`src/rtl/tt_sweep_ctrl.sv`:
```
// tt_sweep_ctrl: sweeps a 3-input gate through all eight vectors and checks its truth-table signature.
module tt_sweep_ctrl #(
  parameter int SETTLE_CYCLES = 4
) (
  input  logic       clk,
  input  logic       reset,
  input  logic       start,
  input  logic       abort,
  input  logic [7:0] expected,
  output logic [2:0] dut_in,
  input  logic       dut_out,
  output logic       busy,
  output logic       done,
  output logic       pass,
  output logic [7:0] signature
);
  localparam int CW = $clog2(SETTLE_CYCLES + 1);
  typedef enum logic [1:0] {IDLE, SETTLE, SAMPLE, DONE} state_t;
  state_t state, state_d;
  logic [2:0] idx, idx_d, dut_in_d;
  logic [CW-1:0] cnt, cnt_d;
  logic [7:0] exp_q, exp_d, sig_d;
  logic load, run, smp, pass_d, busy_d, done_d;
  always_ff @(posedge clk) state <= reset ? IDLE : state_d;
  always_comb begin
    state_d = state;
    case (state)
      IDLE:    state_d = start ? SETTLE : IDLE;
      SETTLE:  state_d = abort ? IDLE : (cnt == CW'(SETTLE_CYCLES - 1)) ? SAMPLE : SETTLE;
      SAMPLE:  state_d = abort ? IDLE : (idx == 3'd7) ? DONE : SETTLE;
      default: state_d = IDLE;
    endcase
  end
  // Next values of every registered output, so nothing combinational reaches a port.
  always_comb begin
    load     = state == IDLE && start;
    run      = state == SETTLE || state == SAMPLE;
    smp      = state == SAMPLE && !abort;
    idx_d    = load ? 3'd0 : (smp && idx != 3'd7) ? idx + 3'd1 : idx;
    cnt_d    = (load || state == SAMPLE) ? '0 : (state == SETTLE) ? cnt + 1'b1 : cnt;
    sig_d    = load ? 8'h00 : smp ? (signature | ({dut_out, 7'd0} >> idx)) : signature;
    exp_d    = load ? expected : exp_q;
    pass_d   = (load || (run && abort)) ? 1'b0 : (smp && idx == 3'd7) ? (sig_d == exp_q) : pass;
    busy_d   = state_d == SETTLE || state_d == SAMPLE;
    done_d   = state_d == DONE;
    dut_in_d = busy_d ? idx_d : 3'd0;
  end
  always_ff @(posedge clk) begin
    if (reset) begin
      idx       <= '0;
      cnt       <= '0;
      exp_q     <= '0;
      signature <= '0;
      pass      <= 1'b0;
      busy      <= 1'b0;
      done      <= 1'b0;
      dut_in    <= '0;
    end else begin
      idx       <= idx_d;
      cnt       <= cnt_d;
      exp_q     <= exp_d;
      signature <= sig_d;
      pass      <= pass_d;
      busy      <= busy_d;
      done      <= done_d;
      dut_in    <= dut_in_d;
    end
  end
endmodule
```
`config.mk`:
```
export PLATFORM = sky130hd
export DESIGN_NAME = tt_sweep_ctrl
export DESIGN_NICKNAME = d
export VERILOG_FILES = /design/src/rtl/tt_sweep_ctrl.sv
export SDC_FILE = /design/constraint.sdc
export NUM_CORES = 1
export LEC_CHECK = 0
export ABC_AREA = 1
export BUFFER_PORTS_ARGS = -buffer_cell sky130_fd_sc_hd__buf_2
export CORE_ASPECT_RATIO = 1.5
export CORE_MARGIN = 3
export CORE_UTILIZATION = 44
export DETAILED_ROUTE_END_ITERATION = 7
export HOLD_SLACK_MARGIN = 0.02
export PLACE_DENSITY_LB_ADDON = 0.2
export SYNTH_ARGS = -nofsm -noshare
export SYNTH_HDL_FRONTEND = slang
export SYNTH_SLANG_ARGS = --single-unit
export TNS_END_PERCENT = 1
```
`constraint.sdc`:
```
create_clock -name clk -period 4.75 [get_ports clk]
set_input_delay 1.425 -clock clk [delete_from_list [all_inputs] [get_ports clk]]
set_output_delay 1.425 -clock clk [all_outputs]
set_load 0.02 [all_outputs]
```
==> impl_metrics.yaml <==
grt:
  grt-ovfl-total: 0
  grt_pass1_wl_mm: 4.80
  grt_pass1_vias: 1187
  grt_max_degree: 32
  grt_use_total_pct: 16.5
  antenna_found_initial: 0
synth:
  ys.flop_type: "dfxtp_1"
  synth_top_area_cell: "dfxtp_1"
  synth.most_common_cell: "nand2_1"
  yosysWarnings: 0
  ys_seq_area_share_pct: 42.0
  ys_top_cells_by_count: "nand2_1, dfxtp_1, nor2_1"
  syn_inst: 201
  syn_area_per_cell_sq_um: 7.12
  syn_area_sq_um: 1430
  synth_edf_count: 0
  synth_seq_cells: 30
  ys_top_cells_by_area: "dfxtp_1, nand2_1, ha_1"
  postSynthNetCount: 223
  async_flop_share_pct: 0
  synth.distinct_cells: 25
  synth_top_area_share_pct: 42.0
layout:
  seq_area_sq_um: 601
  fin_cells: 269
  nNetsFinal: 252
  fill_cells: 326
  syn_to_final_growth_pct: 16.4
  multi_input_area_sq_um: 694
  antenna_cells: 0
  layout-drive-gt1-share_pct: 18.7
critical_path:
  path_class: "input pin to flip-flop"
  start_kind: "input pin"
  worstPathRequired_ns: 4.92
  worst_r2r_path_depth: 11
  cp_max_fo: 31
  arrival_ns: 2.71
  end_kind: "flip-flop"
clocking:
  post_cts_buffers: 0
  cts_tree: "done"
  cts.sinks: 30
  clk_pin_slew_ns: 0.06
  cts_resized: 0
  clock_path_buffers: 2
  cts_root_buffer: "clkbuf_8"
  cts_buffers: 5
  cts_hold_buf: 0
  htreeDepth: 2
  clkLatencyLatePin_ns: 0.28
place:
  gp_congestion: 0.835
  dp_cells: 262
  port_buffers: 26
  dp_hpwl_mm: 2.19
sta:
  final.period_utilization_pct: 53.5
  relSlewSlack_pct: 66.2
  tns_ns: 0
  finClkSkew_ns: 0.00353
  maxSlewViolCount: 0
  fmax_mhz: 393
  hold_viol_final: 0
  tightest_slew_ns: 0.505
  whs_ns: 0.463
  rsz0062_at_grt: "false"
  final-setup-viol-count: 0
  fin_crit_ns: 2.54
power:
  pwr-share-clk_pct: 37.7
  comb_power_share_pct: 8.9
  switching_power_uw: 117
  seq_power_share_pct: 53.4
  p_leak_uw: 0.000807
  p_int_uw: 376
  swShare_pct: 23.8
  power_uw: 493
  power.density_nw_per_um2: 296
  irDropWorstVdd_mv: 0.196
route:
  wl_per_cell_um: 10.4
  drc_errors: 0
  drt-pass1-iter-count: 4
  drt_wl_total_mm: 2.81
  drt-initial-drc-count: 16
  ant_nets: 0
  via_count: 1256
  via_per_inst: 4.67
die:
  dieWidth_um: 52.6
  fp.dieH_um: 75.9
  coreArea_sq_um: 3000
  die-area_sq_um: 3990
  initial_core_util_pct: 47.7
  rows: 24
  pin_count: 27
job:
  maxCapViolCount: 0
status:
  status: "completed"
hold_path:
  hp-class: "flip-flop to flip-flop"
  min_path_cells: 2
-- final timing paths --
check                           startpoint  endpoint  slack (ns)
worst min register to register      cnt[2]    cnt[2]        0.46
worst max register to register    state[0]      pass        2.79
worst max-delay path                 start      pass        2.21
worst min-delay path                cnt[2]    cnt[2]        0.46
-- area by class of cell --
cell class / instances / share of cell area [%]
clock buffers: 7 / 4.58
multi-input cells: 136 / 41.7
flip-flops and latches: 30 / 36.0
well taps: 39 / 2.93
repair buffers: 26 / 7.81
inverters: 31 / 6.98
-- sequential cells by signal (all words and copies together), names as in the netlist --
name	flops
exp_q	8
idx	3
cnt	3
dut_in	3
signature	8
pass	1
state	2
busy	1
done	1
-- cell families after synthesis --
| kind of cell | Yosys count | synth area share [%] |
|---|---|---|
| buffers and inverters | 35 | 9.53 |
| DFF | 30 | 42.0 |
| adders and majority gates | 9 | 7.87 |
| AOI/OAI and AO/OA | 24 | 9.70 |
| and+or+nand+nor | 101 | 29.7 |
| xor gates and xnor gates | 2 | 1.22 |
-- cell usage in the layout, fill, tap and decap left out --
cell type / synthesis / final
nand3b_1: 1 / 1
ha_1: 9 / 9
inv_2: 2 / 2
o21ai_0: 7 / 7
nor2_2: 3 / 3
o21bai_1: 2 / 2
xor2_1: 1 / 1
a21oi_1: 11 / 11
a21oi_2: 1 / 1
nand2_2: 5 / 5
nor2_1: 30 / 30
nand3_1: 9 / 9
buf_2: 1 / 26
nor3_1: 1 / 1
dfxtp_1: 30 / 30
o211ai_1: 2 / 2
nand2_1: 48 / 48
inv_1: 29 / 29
or2_2: 1 / 1
and2_1: 2 / 2
clkbuf_1: 2 / 2
or2_1: 1 / 1
xnor2_1: 1 / 1
clkbuf_8: 0 / 5
o211a_1: 1 / 1
-- metrics by stage --
stage	util, %	setup slack (ns)	area [sq um]
floorplan	-	2.29	1430
global placement	53.0	1.95	1590
detailed placement	53.0	1.90	1590
CTS	55.5	2.19	1670
global route	55.5	2.04	1670
finish	55.5	2.21	1670
-- power groups by stage --
stage               clock network [uW]  registers [uW]  logic (uW)
floorplan                            0             268        31.1
CTS                                192             263        44.6
global placement                     0             268        43.9
finish                             186             263        43.7
detailed placement                   0             269        44.5
global route                       203             264        50.5
-- worst max-delay path: stages --
cell	delay [ns]
buf_2	0.10
nand2_2	0.38
inv_1	0.16
or2_1	0.25
a21oi_1	0.12
nor2_1	0.06
nand2_1	0.05
nor2_1	0.04
nand2_1	0.07
a21oi_2	0.05
-- layer usage --
metal / vias up / wire (um) / GRT usage, % / part of all wire, %
met5: - / 0 / 0 / 0
met4: 0 / 51 / 7.39 / 1.8
met3: 7 / 150 / 5.68 / 5.3
met2: 25 / 1430 / 28.7 / 51
met1: 541 / 1170 / 17.9 / 42
li1: 683 / - / - / -
Note: power is estimated with default switching activity, not from simulation.
